===== src/rtl/mips_pkg.sv =====
// Shared definitions for the MIPS pipeline control blocks.
//   hz_state_e      : hazard controller sequencing state (RUN, MD_BUSY)
//   REG_ZERO        : architectural $zero register index
//   MD_LATENCY_DEF  : default cycles a mul/div occupies EX
//   STALL_MAX       : saturation value of the stall cycle counter
package mips_pkg;

   typedef enum logic {
      RUN     = 1'b0,
      MD_BUSY = 1'b1
   } hz_state_e;

   localparam logic [4:0]  REG_ZERO       = 5'd0;
   localparam int          MD_LATENCY_DEF = 4;
   localparam logic [15:0] STALL_MAX      = 16'hFFFF;

endpackage


===== src/rtl/hazard_ctl_if.sv =====
// Hazard controller bundle between the pipeline datapath and hazard_ctl.
//   master : pipeline side, drives ID/EX/MEM hazard sources, receives
//            register enables, flush/bubble controls and status
//   slave  : hazard_ctl side
// Signals:
//   id_rs, id_rt, id_uses_rt      ID-stage source operands
//   ex_memread, ex_rt, ex_md      EX-stage load / mul-div information
//   branch_taken                  MEM-stage taken branch
//   pc_write, ifid_write, ifid_flush, idex_write, idex_bubble,
//   exmem_bubble                  pipeline register controls
//   md_done                       mul/div release pulse
//   stall_count                   saturating stall cycle count
interface hazard_ctl_if;

   logic [4:0]  id_rs;
   logic [4:0]  id_rt;
   logic        id_uses_rt;
   logic        ex_memread;
   logic [4:0]  ex_rt;
   logic        ex_md;
   logic        branch_taken;

   logic        pc_write;
   logic        ifid_write;
   logic        ifid_flush;
   logic        idex_write;
   logic        idex_bubble;
   logic        exmem_bubble;
   logic        md_done;
   logic [15:0] stall_count;

   modport master (
      output id_rs, id_rt, id_uses_rt, ex_memread, ex_rt, ex_md, branch_taken,
      input  pc_write, ifid_write, ifid_flush, idex_write, idex_bubble,
             exmem_bubble, md_done, stall_count
   );

   modport slave (
      input  id_rs, id_rt, id_uses_rt, ex_memread, ex_rt, ex_md, branch_taken,
      output pc_write, ifid_write, ifid_flush, idex_write, idex_bubble,
             exmem_bubble, md_done, stall_count
   );

endinterface


===== src/rtl/hazard_detect.sv =====
// Combinational load-use hazard compare, shareable with the forwarding unit.
//   ex_memread, ex_rt : load in EX and its destination register
//   id_rs, id_rt      : source fields of the instruction in ID
//   id_uses_rt        : ID instruction actually reads rt
//   hazard            : ID needs the load result before it exists
module hazard_detect
   import mips_pkg::*;
(
   input  logic       ex_memread,
   input  logic [4:0] ex_rt,
   input  logic [4:0] id_rs,
   input  logic [4:0] id_rt,
   input  logic       id_uses_rt,
   output logic       hazard
);

   // A load into $zero never creates a dependency.
   assign hazard = ex_memread && (ex_rt != REG_ZERO) &&
                   ((ex_rt == id_rs) || (id_uses_rt && (ex_rt == id_rt)));

endmodule


===== src/rtl/hazard_ctl.sv =====
// Pipeline hazard controller for the 5-stage MIPS core.
// Inserts a one-cycle bubble on load-use hazards, freezes PC/IF/ID/ID-EX
// while a multi-cycle mul/div holds EX, and flushes wrong-path work when
// a branch resolves taken in MEM. All controls are Mealy outputs.
//   clk, rst : clock and synchronous active-high reset
//   hif      : hazard_ctl_if.slave (hazard sources in, register controls,
//              md_done pulse and stall_count out)
module hazard_ctl
   import mips_pkg::*;
#(
   parameter int MD_LATENCY = MD_LATENCY_DEF
) (
   input  logic        clk,
   input  logic        rst,
   hazard_ctl_if.slave hif
);

   localparam bit         MD_MULTI  = (MD_LATENCY > 1);
   // Start cycle is the first freeze cycle, so the counter covers the rest.
   localparam logic [4:0] MD_RELOAD = MD_MULTI ? 5'(MD_LATENCY - 2) : 5'd0;

   hz_state_e   state;
   logic [4:0]  md_cnt;
   logic [15:0] stall_cnt;
   logic        load_use;
   logic        md_start;

   hazard_detect u_detect (
      .ex_memread (hif.ex_memread),
      .ex_rt      (hif.ex_rt),
      .id_rs      (hif.id_rs),
      .id_rt      (hif.id_rt),
      .id_uses_rt (hif.id_uses_rt),
      .hazard     (load_use)
   );

   assign md_start        = (state == RUN) && !hif.branch_taken && hif.ex_md && MD_MULTI;
   assign hif.stall_count = stall_cnt;

   always_comb begin
      hif.pc_write     = 1'b1;
      hif.ifid_write   = 1'b1;
      hif.ifid_flush   = 1'b0;
      hif.idex_write   = 1'b1;
      hif.idex_bubble  = 1'b0;
      hif.exmem_bubble = 1'b0;
      hif.md_done      = 1'b0;
      if (rst) begin
         // Hold PC and drain every stage to NOPs while in reset.
         hif.pc_write     = 1'b0;
         hif.ifid_flush   = 1'b1;
         hif.idex_bubble  = 1'b1;
         hif.exmem_bubble = 1'b1;
      end else if (state == MD_BUSY) begin
         if (md_cnt != 5'd0) begin
            hif.pc_write     = 1'b0;
            hif.ifid_write   = 1'b0;
            hif.idex_write   = 1'b0;
            hif.exmem_bubble = 1'b1;
         end else begin
            hif.md_done = 1'b1;
         end
      end else if (hif.branch_taken) begin
         // Squash everything younger than the branch, including a mul/div in EX.
         hif.ifid_flush   = 1'b1;
         hif.idex_bubble  = 1'b1;
         hif.exmem_bubble = 1'b1;
      end else if (md_start) begin
         hif.pc_write     = 1'b0;
         hif.ifid_write   = 1'b0;
         hif.idex_write   = 1'b0;
         hif.exmem_bubble = 1'b1;
      end else begin
         // Single-cycle mul/div completes in place.
         if (hif.ex_md) begin
            hif.md_done = 1'b1;
         end
         if (load_use) begin
            hif.pc_write    = 1'b0;
            hif.ifid_write  = 1'b0;
            hif.idex_bubble = 1'b1;
         end
      end
   end

   always_ff @(posedge clk) begin
      if (rst) begin
         state     <= RUN;
         md_cnt    <= 5'd0;
         stall_cnt <= 16'd0;
      end else begin
         if (!hif.pc_write && (stall_cnt != STALL_MAX)) begin
            stall_cnt <= stall_cnt + 16'd1;
         end
         case (state)
            RUN: begin
               if (md_start) begin
                  state  <= MD_BUSY;
                  md_cnt <= MD_RELOAD;
               end
            end
            MD_BUSY: begin
               if (md_cnt == 5'd0) begin
                  state <= RUN;
               end else begin
                  md_cnt <= md_cnt - 5'd1;
               end
            end
            default: state <= RUN;
         endcase
      end
   end

endmodule


===== src/flat_wrapper.sv =====
// flat-port wrapper written by rule: the top's interface ports become plain ports
module hazard_ctl_flat import mips_pkg::*;
#(
   parameter int MD_LATENCY = MD_LATENCY_DEF
)
  (clk, rst, hif_id_rs, hif_id_rt, hif_id_uses_rt, hif_ex_memread, hif_ex_rt, hif_ex_md, hif_branch_taken, hif_pc_write, hif_ifid_write, hif_ifid_flush, hif_idex_write, hif_idex_bubble, hif_exmem_bubble, hif_md_done, hif_stall_count);
  hazard_ctl_if hif_i ();
  input  logic clk;
  input  logic rst;
  input wire logic [$bits(hif_i.id_rs)-1:0] hif_id_rs;
  input wire logic [$bits(hif_i.id_rt)-1:0] hif_id_rt;
  input wire logic [$bits(hif_i.id_uses_rt)-1:0] hif_id_uses_rt;
  input wire logic [$bits(hif_i.ex_memread)-1:0] hif_ex_memread;
  input wire logic [$bits(hif_i.ex_rt)-1:0] hif_ex_rt;
  input wire logic [$bits(hif_i.ex_md)-1:0] hif_ex_md;
  input wire logic [$bits(hif_i.branch_taken)-1:0] hif_branch_taken;
  output wire logic [$bits(hif_i.pc_write)-1:0] hif_pc_write;
  output wire logic [$bits(hif_i.ifid_write)-1:0] hif_ifid_write;
  output wire logic [$bits(hif_i.ifid_flush)-1:0] hif_ifid_flush;
  output wire logic [$bits(hif_i.idex_write)-1:0] hif_idex_write;
  output wire logic [$bits(hif_i.idex_bubble)-1:0] hif_idex_bubble;
  output wire logic [$bits(hif_i.exmem_bubble)-1:0] hif_exmem_bubble;
  output wire logic [$bits(hif_i.md_done)-1:0] hif_md_done;
  output wire logic [$bits(hif_i.stall_count)-1:0] hif_stall_count;
  assign hif_i.id_rs = hif_id_rs;
  assign hif_i.id_rt = hif_id_rt;
  assign hif_i.id_uses_rt = hif_id_uses_rt;
  assign hif_i.ex_memread = hif_ex_memread;
  assign hif_i.ex_rt = hif_ex_rt;
  assign hif_i.ex_md = hif_ex_md;
  assign hif_i.branch_taken = hif_branch_taken;
  assign hif_pc_write = hif_i.pc_write;
  assign hif_ifid_write = hif_i.ifid_write;
  assign hif_ifid_flush = hif_i.ifid_flush;
  assign hif_idex_write = hif_i.idex_write;
  assign hif_idex_bubble = hif_i.idex_bubble;
  assign hif_exmem_bubble = hif_i.exmem_bubble;
  assign hif_md_done = hif_i.md_done;
  assign hif_stall_count = hif_i.stall_count;
  hazard_ctl #(.MD_LATENCY(MD_LATENCY)) u_core (.clk(clk), .rst(rst), .hif(hif_i));
endmodule

===== config.mk =====
export PLATFORM = sky130hd
export DESIGN_NAME = hazard_ctl_flat
export DESIGN_NICKNAME = d
export VERILOG_FILES = /design/src/rtl/mips_pkg.sv /design/src/rtl/hazard_ctl_if.sv /design/src/rtl/hazard_detect.sv /design/src/rtl/hazard_ctl.sv /design/src/flat_wrapper.sv
export SDC_FILE = /design/constraint.sdc
export NUM_CORES = 1
export LEC_CHECK = 0
export CORE_MARGIN = 1.5
export CORE_UTILIZATION = 50
export DETAILED_ROUTE_END_ITERATION = 10
export PLACE_DENSITY = 0.84
export SYNTH_ARGS = -nofsm -noshare
export SYNTH_HDL_FRONTEND = slang
export SYNTH_SLANG_ARGS = --single-unit

===== constraint.sdc =====
create_clock -name clk -period 6.1 [get_ports clk]
set_input_delay 1.22 -clock clk [delete_from_list [all_inputs] [get_ports clk]]
set_output_delay 1.22 -clock clk [all_outputs]
set_load 0.02 [all_outputs]

==> results of run 1 <==
## per-layer routing
metal	wire [um]	up-vias
li1	-	677
met2	1620	51
met4	34	0
met5	0	-
met1	1460	636
met3	229	6
## state kept, by name, summed over array words and instances, names as in the netlist
register,cells
u_core.hif.stall_count,16
u_core.md_cnt,5
u_core.state,1
## stage by stage
stage	hold WS, ps	power [mW]
floorplan	494	0.218
global placement	473	0.246
detailed placement	484	0.250
CTS	506	0.313
global route	527	0.328
finish	503	0.311
## cell usage in the layout, fill, tap and decap left out, drive strengths merged
cell           synthesis  routed
xnor2                 13      13
and4                   1       1
nand3                  7       7
o31ai                 10      10
a221oi                 1       1
or4b                   2       2
a21oi                 16      16
and3                   2       2
o22ai                  1       1
o21ai                  4       4
or2                    1       1
nand3b                 1       1
a21o                   3       3
nor3                   5       5
and2                   2       2
nand2                  6       6
clkdlybuf4s50          0      43
clkbuf                 4       3
dfxtp                 22      22
nand4                  7       7
or3                    3       3
nand2b                 2       2
ha                     3       3
and2b                  1       1
buf                    5       2
nor3b                  1       1
nor4b                  2       2
inv                    6       6
a22oi                  1       1
or4                   10      10
nor2b                  3       3
mux2                   3       3
nor4                   2       2
nor2                  12      12
## cell usage after synthesis, drive strengths merged
library cell and number:
or2 1, a221oi 1, a22oi 1, nand3 7, nor4 2, nor4b 2
nor3b 1, clkbuf 4, a21oi 16, nand2b 2, or4 10, xnor2 13
o22ai 1, nand4 7, nor3 5, or3 3, nand3b 1, and2b 1
o31ai 10, or4b 2, a21o 3, ha 3, o21ai 4, and4 1
dfxtp 22, nand2 6, mux2 3, nor2b 3, and3 2, buf 5
nor2 12, and2 2, inv 6
## kinds of logic after synthesis
family                     after synthesis  synth area share [%]
and+or+nand+nor                         70                  31.8
AOI/OAI and AO/OA                       36                  17.6
DFF                                     22                  31.1
buffers and inverters                   15                  5.65
xor gates and xnor gates                13                  8.04
muxes                                    3                  3.18
adders and majority gates                3                  2.65
## critical path, stage by stage
cell             delay, ps
clkdlybuf4s50_1        470
or4_1                  550
o21ai_0                280
nor3_2                 110
a21oi_4                150
buf_4                  290
clkdlybuf4s50_1        670
## path summary, 6_finish.rpt
check	start	slack [ps]	depth (start not counted)	endpoint
setup / recovery	hif_ex_rt[0]	1140	7	hif_pc_write
setup reg to reg	u_core.md_cnt[0]$_SDFFE_PP0P_	3750	9	u_core.hif.stall_count[5]$_SDFFE_PP0P_
hold / removal	u_core.hif.stall_count[6]$_SDFFE_PP0P_	500	2	u_core.hif.stall_count[6]$_SDFFE_PP0P_
hold reg to reg	u_core.hif.stall_count[6]$_SDFFE_PP0P_	500	2	u_core.hif.stall_count[6]$_SDFFE_PP0P_
## layout make-up
| cell class | count | share of cell area [%] |
|---|---|---|
| Inverter | 6 | 1.21 |
| Timing Repair Buffer | 45 | 23.9 |
| Clock buffer | 3 | 1.21 |
| Sequential cell | 22 | 23.6 |
| Multi-Input combinational cell | 125 | 48.0 |
| Tap cell | 31 | 2.08 |
## power by group
group          total (mW)  internal [mW]  switching [mW]
Clock              0.0642         0.0230          0.0412
Sequential          0.158          0.149         0.00807
Combinational      0.0894         0.0457          0.0437
==> results.md, run 1 <==
* Hold Buf Count CTS at 0
* Register Area at around 440 sq um
* Antenna-violating nets left at 0
* Vias in the first global route at 1,383
* Leakage power at between 0.6 and 0.7 nW
* Gr busiest metal: met2
* Sink Count at 22
* Crit path time final at about 5000 ps
* Peak Freq at between 200 and 250 MHz
* Setup TNS at 0 ps
* Clock Path Buffers at 2
* Finished Layout Cells at around 230
* Layout area overhead at 31.7%
* Yosys top cell area share at approximately 31%
* Power density of the placed cells at 167 nW/um^2
* Die Span X at roughly 56 um
* WL/cell at 14.4 um
* Placed Cells at 229
* Detailed-route via count at 1,370
* Fraction of layout cells with a size suffix above 1 at around a tenth
* IO Port Bufs at 43
* Startpoint types: input pin
* Initial antenna violation count at 0
* H-tree levels at 1
* Post-synth cell types at 44
* DR pass1 iterations at 4
* Avg Synthesized Cell Area at roughly 9 sq um
* Syn_nets at between 150 and 200
* GP Congestion at 0.843
* Maximum VDD drop at approximately 0.13 mV
* Max-slew headroom at between 50% and 60%
* Status: finished clean
* Worst setup margin at approximately 1100 ps
* Critical Path AT at between 3000 and 4000 ps
* Initial Utilization at between 50% and 60%
* Syn Std Cell Area at approximately 1400 sq um
* Detail Placement HPWL at roughly 2.4 mm
* Cell row count at 19
* Max-slew violation count at 0
* Core area at 2710 sq um
* Worst-margin pin slew at 702 ps
* Worst Setup End Kind: output port
* Chip height at between 50 and 60 um
* CTS tree: yes
* Post-cts gate resize count at 0
* Vias per cell at a little under 6
* Nets at roughly 230
* Root Buffer: clkbuf_4
* Setup Skew at just over 8 ps
* Final non-filler cell area at roughly 1900 sq um
* Post-route DRC at 0
* Met2 Usage GRT at between 30% and 40%
* Unrepaired setup endpoints after global routing: no
* Dominant cells by area after synthesis: dfxtp_1, xnor2_1, o31ai_1
* Worst Path Max Fanout at 30
* Final Setup Violations at 0
* GRT overflow at 0
* Clock-pin slew on the worst setup and hold paths at 120 ps
* Maxcap violations at 0
* Die ar. at between 3000 and 4000 sq um
* Post-layout util at 68.8%
* Met3 Use GR at under 10%
* Multi-input gate area at about 900 sq um
* # diodes at 0
* Worst skew pair latency at approximately 300 ps
* Final Cycle Share at about four fifths
* TritonCTS buffer count at 3
* Worst Hold Class: flip-flop to flip-flop
* Largest net degree at the start of global routing at 31
* Post-Place Setup Slack at around 1100 ps
* Initial DRC count at 38
* YS warnings at 0
* Final Hold Viols at 0
* Post-Route WL at approximately 3.3 mm
* Kind of critical path: input pin to output port
* Overall Global Routing Usage at 21.0%
* Mapped Cells at ~160
* DP Area at between 1500 and 2000 sq um
* First-pass GRT wire length at 5.53 mm
* Seq cells post-synth at 22
* Seq/Total Area, Yosys at 31.1%
* Buffer count from post-CTS setup fixing at 0
* Ports at 44
* # fillers at roughly 230
* CP required at approximately 4900 ps
* Post-synth top area cell: dfxtp_1
* Grt met1 use at between 20% and 30%
No activity file was read; power rests on OpenSTA's default activity.
==> run 2, diff against run 1 <==
- CORE_UTILIZATION: 50 -> 42
- PLACE_DENSITY: 0.84 -> 0.75
- clock period: 6.1 -> 4.21 ns (I/O delays scaled with it)
==> results.md, run 2 (synthesis gave the netlist of run 1 again) <==
* Status: finished clean (unchanged)
* Overall Global Routing Usage at 19.1% (was 21.0%)
* H-tree levels at 1 (unchanged)
* GP Congestion at 0.761 (was 0.843)
* CP max stage delay at 620 ps (was 670 ps)
* Core area at 3130 sq um (was 2710 sq um)
* Leakage power at 0.629 nW (was 0.617 nW)
* Ports at 44 (unchanged)
* Detail Placement HPWL at 2.55 mm (was 2.42 mm)
* Critical Path AT at 3160 ps (was 3740 ps)
* Maxcap violations at 0 (unchanged)
* Peak Freq at 250 MHz
* Delay-heaviest family, CP: buffers and inverters (unchanged)
* CTS tree: yes (unchanged)
* Layout area overhead at 34.4% (was 31.7%)
* Post-Place Setup Slack at 204 ps (was 1130 ps)
* Worst Hold Class: flip-flop to flip-flop (unchanged)
* Initial Utilization at 45.3% (was 52.3%)
* Multi-input gate area at 896 sq um (unchanged)
* Final Setup Violations at 0 (unchanged)
* Die ar. at 3730 sq um (was 3160 sq um)
* Worst setup margin at 205 ps (was 1140 ps)
* Hold Buf Count CTS at 0 (unchanged)
* Power Total at 0.478 mW (was 0.311 mW)
* Register Area at 440 sq um (unchanged)
* Root Buffer: clkbuf_4 (unchanged)
* DP Area at 1870 sq um (was 1840 sq um)
* Startpoint types: input pin (unchanged)
* TritonCTS buffer count at 3 (unchanged)
* Max FFs per register at 16 (unchanged)
* Nets at 228 (was 227)
* First-pass GRT wire length at 5.57 mm (was 5.53 mm)
* Max-slew headroom at 56.1% (was 53.2%)
* # diodes at 0 (unchanged)
* Post-Route WL at 3.54 mm (was 3.34 mm)
* Largest net degree at the start of global routing at 30 (was 31)
* Cell row count at 20 (was 19)
* CP Cell Sequence: clkdlybuf4s50_1, xnor2_1, nand4_1, o22ai_1, or4b_2, nand2b_1, clkdlybuf4s50_1 (was clkdlybuf4s50_1, or4_1, o21ai_0, nor3_2, a21oi_4, buf_4, clkdlybuf4s50_1)
* WL/cell at 14.3 um (was 14.4 um)
* Max-slew violation count at 0 (unchanged)
* Crit-path slowest cell: or4b_2 (was clkdlybuf4s50_1)
* Worst R2R Setup Slack at 1800 ps (was 3750 ps)
* Maximum VDD drop at 0.139 mV (was 0.130 mV)
* Kind of critical path: input pin to output port (unchanged)
* Most common cell after layout, fill and taps aside: clkdlybuf4s50_1 (unchanged)
* Final Hold Viols at 0 (unchanged)
* Vias per cell at 5.61 (was 5.91)
* # fillers at 291 (was 227)
* Final Cycle Share at a little over nine tenths
* Initial antenna violation count at 0 (unchanged)
* Clock Path Buffers at 2 (unchanged)
* Setup Skew at 4.35 ps (was 8.26 ps)
* Setup TNS at 0 ps (unchanged)
* Die Span X at 61.1 um (was 56.2 um)
* Post-cts gate resize count at 0 (unchanged)
* Antenna-violating nets left at 0 (unchanged)
* Final non-filler cell area at 1900 sq um (was 1870 sq um)
* Most common cell on crit path: clkdlybuf4s50_1 (unchanged)
* CP required at 3370 ps (was 4880 ps)
* Power density of the placed cells at 251 nW/um^2 (was 167 nW/um^2)
* Fraction of layout cells with a size suffix above 1 at 11.3% (was 10.4%)
* Clock-pin slew on the worst setup and hold paths at 130 ps (was 120 ps)
* Worst path bufs/invs at 2 (was 3)
* Post-route DRC at 0 (unchanged)
* Buffer count from post-CTS setup fixing at 0 (unchanged)
* Initial DRC count at 47 (was 38)
* Worst skew pair latency at 310 ps (was 300 ps)
* Most frequent cells in the layout: clkdlybuf4s50_1, dfxtp_1, a21oi_1 (unchanged)
* Crit path time final at 4010 ps
* Worst Path Max Fanout at 3 (was 30)
* Detailed-route via count at 1,386 (was 1,370)
* Worst Setup End Kind: output port (unchanged)
* GRT overflow at 0 (unchanged)
* DR pass1 iterations at 4 (unchanged)
* Worst-margin pin slew at 657 ps (was 702 ps)
* Unrepaired setup endpoints after global routing: no (unchanged)
* Finished Layout Cells at 247 (was 232)
* Hold slack final at 514 ps (was 503 ps)
* Post-layout util at 60.8% (was 68.8%)
* Sink Count at 22 (unchanged)
* Chip height at 61.1 um (was 56.2 um)
* Placed Cells at 243 (was 229)
* IO Port Bufs at 43 (unchanged)
* Vias in the first global route at 1,332 (was 1,383)
==> run 2: changes by cell type in the layout (fill, tap and decap cells not counted) <==
| cell | before | now |
|---|---|---|
| buf_4 | 2 | 3 |
| clkbuf_8 | 0 | 1 |
==> run 2: power breakdown <==
group / switching [mW] / internal (mW) / leakage (nW)
sequential: 0.0119 / 0.217 / 0.178
combinational: 0.0636 / 0.0669 / 0.430
clock: 0.0661 / 0.0528 / 0.0210
total: 0.142 / 0.336 / 0.629
==> run 2: routing by layer <==
metal / track usage [%] / wire, um / up-vias
met1: 22.6 / 1570 / 649
met5: 0 / 0 / -
met3: 2.31 / 234 / 6
met2: 36.2 / 1710 / 49
li1: - / - / 682
met4: 4.97 / 25 / 0
==> run 2: final cells by class <==
| type | count | share of cell area, % |
|---|---|---|
| timing repair buffer | 46 | 23.8 |
| sequential | 22 | 23.1 |
| tap | 44 | 2.89 |
| inverter | 6 | 1.18 |
| clock buffer | 4 | 1.91 |
| multi-input combinational | 125 | 47.1 |
==> run 2: worst paths after layout <==
check / start / endpoint / cells past startpoint
min: u_core.hif.stall_count[6]$_SDFFE_PP0P_ / u_core.hif.stall_count[6]$_SDFFE_PP0P_ / 2
max reg2reg: u_core.md_cnt[0]$_SDFFE_PP0P_ / u_core.hif.stall_count[5]$_SDFFE_PP0P_ / 9
min reg2reg: u_core.hif.stall_count[6]$_SDFFE_PP0P_ / u_core.hif.stall_count[6]$_SDFFE_PP0P_ / 2
max: hif_ex_rt[4] / hif_idex_bubble / 7
==> run 2: worst min-delay path, cell delays in order (launching register included) <==
cell and delay (ps):
dfxtp_1 350, o31ai_1 70, a21oi_1 60
==> run 3, diff against run 2 <==
- MAX_ROUTING_LAYER: not set -> met4
- SETUP_SLACK_MARGIN: not set -> 0.5
- TNS_END_PERCENT: not set -> 1
==> results.md, run 3 (synthesis gave the netlist of run 1 again) <==
* Startpoint types: input pin (unchanged)
* Largest net degree at the start of global routing at 30 (unchanged)
* Root Buffer: clkbuf_4 (unchanged)
* TritonCTS buffer count at 3 (unchanged)
* Worst Hold Class: flip-flop to flip-flop (unchanged)
* Post-route DRC at 0 (unchanged)
* Post-Route WL at 3.53 mm (was 3.54 mm)
* Maxcap violations at 0 (unchanged)
* Kind of critical path: input pin to output port (unchanged)
* Fraction of layout cells with a size suffix above 1 at 11.3% (unchanged)
* CP required at 3370 ps (about the same)
* Max FFs per register at 16 (unchanged)
* Max-slew violation count at 0 (unchanged)
* WL/cell at 14.3 um (about the same)
* Most frequent cells in the layout: clkdlybuf4s50_1, dfxtp_1, a21oi_1 (unchanged)
* Die ar. at 3730 sq um (unchanged)
* Vias in the first global route at 1,332 (unchanged)
* Critical Path AT at 2890 ps (was 3160 ps)
* Worst Setup End Kind: output port (unchanged)
* Final Cycle Share at 88.6% (was 95.1%)
* H-tree levels at 1 (unchanged)
* Sink Count at 22 (unchanged)
* Reg2reg path depth at 9 (unchanged)
* Maximum VDD drop at 0.137 mV (was 0.139 mV)
* Leakage power at 0.639 nW (was 0.629 nW)
* DR pass1 iterations at 4 (unchanged)
* Worst R2R Setup Slack at 1800 ps (about the same)
* Cell row count at 20 (unchanged)
* Initial Utilization at 45.3% (unchanged)
* Buffer count from post-CTS setup fixing at 0 (unchanged)
* Detailed-route via count at 1,381 (was 1,386)
* Crit-path slowest cell: or4b_2 (unchanged)
* Overall Global Routing Usage at 19.7% (was 19.1%)
* Initial antenna violation count at 0 (unchanged)
* CP Cell Sequence: clkdlybuf4s50_1, xnor2_1, nand4_1, o22ai_1, or4b_2, nand2b_1, dlygate4sd2_1 (was clkdlybuf4s50_1, xnor2_1, nand4_1, o22ai_1, or4b_2, nand2b_1, clkdlybuf4s50_1)
* Max-slew headroom at 56.2% (was 56.1%)
* Final Hold Viols at 0 (unchanged)
* Die Span X at 61.1 um (unchanged)
* Most common cell after layout, fill and taps aside: clkdlybuf4s50_1 (unchanged)
* Clock Path Buffers at 2 (unchanged)
* Worst-margin pin slew at 657 ps (about the same)
* Core area at 3130 sq um (unchanged)
* GP Congestion at 0.771 (was 0.761)
* Ports at 44 (unchanged)
* Setup TNS at 0 ps (unchanged)
* Antenna-violating nets left at 0 (unchanged)
* IO Port Bufs at 43 (unchanged)
* Cells on Worst Hold Path at 2 (unchanged)
* Chip height at 61.1 um (unchanged)
* Clock-pin slew on the worst setup and hold paths at 120 ps (was 130 ps)
* Power density of the placed cells at 250 nW/um^2 (was 251 nW/um^2)
* Final Setup Violations at 0 (unchanged)
* Layout area overhead at 34.4% (unchanged)
* Post-layout util at 60.8% (unchanged)
* Crit Reg-Reg Endpoint: u_core.hif.stall_count[5]$_SDFFE_PP0P_ (unchanged)
* Status: finished clean (unchanged)
* Worst skew pair latency at 310 ps (about the same)
* WHS Endpoint: u_core.hif.stall_count[6]$_SDFFE_PP0P_ (unchanged)
* Hold Buf Count CTS at 0 (unchanged)
* Setup Skew at 3.40 ps (was 4.35 ps)
* CTS tree: yes (unchanged)
* Peak Freq at 268 MHz (was 250 MHz)
* RR Startpoint: u_core.md_cnt[0]$_SDFFE_PP0P_ (unchanged)
* Vias per cell at 5.59 (was 5.61)
* First-pass GRT wire length at 5.58 mm (was 5.57 mm)
* Worst Path Max Fanout at 3 (unchanged)
* Unrepaired setup endpoints after global routing: yes (was no)
* Crit path time final at 3730 ps (was 4010 ps)
* GRT overflow at 0 (unchanged)
* CP max stage delay at 620 ps (about the same)
* # diodes at 0 (unchanged)
* Worst Hold Launch: u_core.hif.stall_count[6]$_SDFFE_PP0P_ (unchanged)
* Nets at 228 (unchanged)
* Detail Placement HPWL at 2.55 mm (unchanged)
* Initial DRC count at 47 (unchanged)
## run 3: report_power, final
| group | internal, mW | leakage, nW | switching, mW |
|---|---|---|---|
| Combinational | 0.0657 | 0.440 | 0.0635 |
| Sequential | 0.217 | 0.178 | 0.0119 |
| Clock | 0.0528 | 0.0210 | 0.0656 |
## run 3: area by class of cell
| type | instances | area (sq um) |
|---|---|---|
| flip-flops and latches | 22 | 440 |
| inverters | 6 | 22.5 |
| fillers | 292 | 1220 |
| repair buffers | 46 | 453 |
| multi-input cells | 125 | 896 |
| well taps | 44 | 55.1 |
| clock buffers | 4 | 36.3 |
## run 3: how the worst max path moves through the flow
stage                             from              end  slack (ps)  cells past startpoint
after floorplan           hif_ex_rt[4]  hif_idex_bubble        1220                      5
after global placement    hif_ex_rt[1]  hif_idex_bubble         310                      7
after detailed placement  hif_ex_rt[4]  hif_idex_bubble         200                      7
after CTS                 hif_ex_rt[0]     hif_pc_write         380                      6
after global routing      hif_ex_rt[2]  hif_idex_bubble         390                      7
final                     hif_ex_rt[4]  hif_idex_bubble         480                      7
## run 3: through the flow
step                      total power [mW]  hold slack (ps)  cells  setup slack [ps]  area, sq um
after floorplan                      0.315              494    162              1220         1420
after global placement               0.358              475    243               315         1870
after detailed placement             0.363              499    243               204         1870
after CTS                            0.476              517    247               384         1900
after global routing                 0.498              545    247               391         1900
final                                0.476              517    247               478         1900
## run 3: routing by layer
layer | track usage (%) | wire length, um | share of wire [%] | vias to the layer above
met1 | 22.6 | 1560 | 44 | 648
met2 | 36.2 | 1720 | 49 | 47
met5 | - | 0 | 0 | -
li1 | - | - | - | 682
met4 | 4.97 | 17 | 0.48 | 0
met3 | 2.31 | 234 | 6.6 | 4
## run 3: timing repair
item,in CTS,in global routing
resized for setup,3,1
endpoints found under the setup margin,3,2
pin swaps,0,0
## run 3: critical path, delay by kind of cell
kind / cells / cell delay, ps
xor+xnor: 1 / 150
compound gates: 1 / 200
simple gates: 3 / 820
buf+inv: 2 / 870
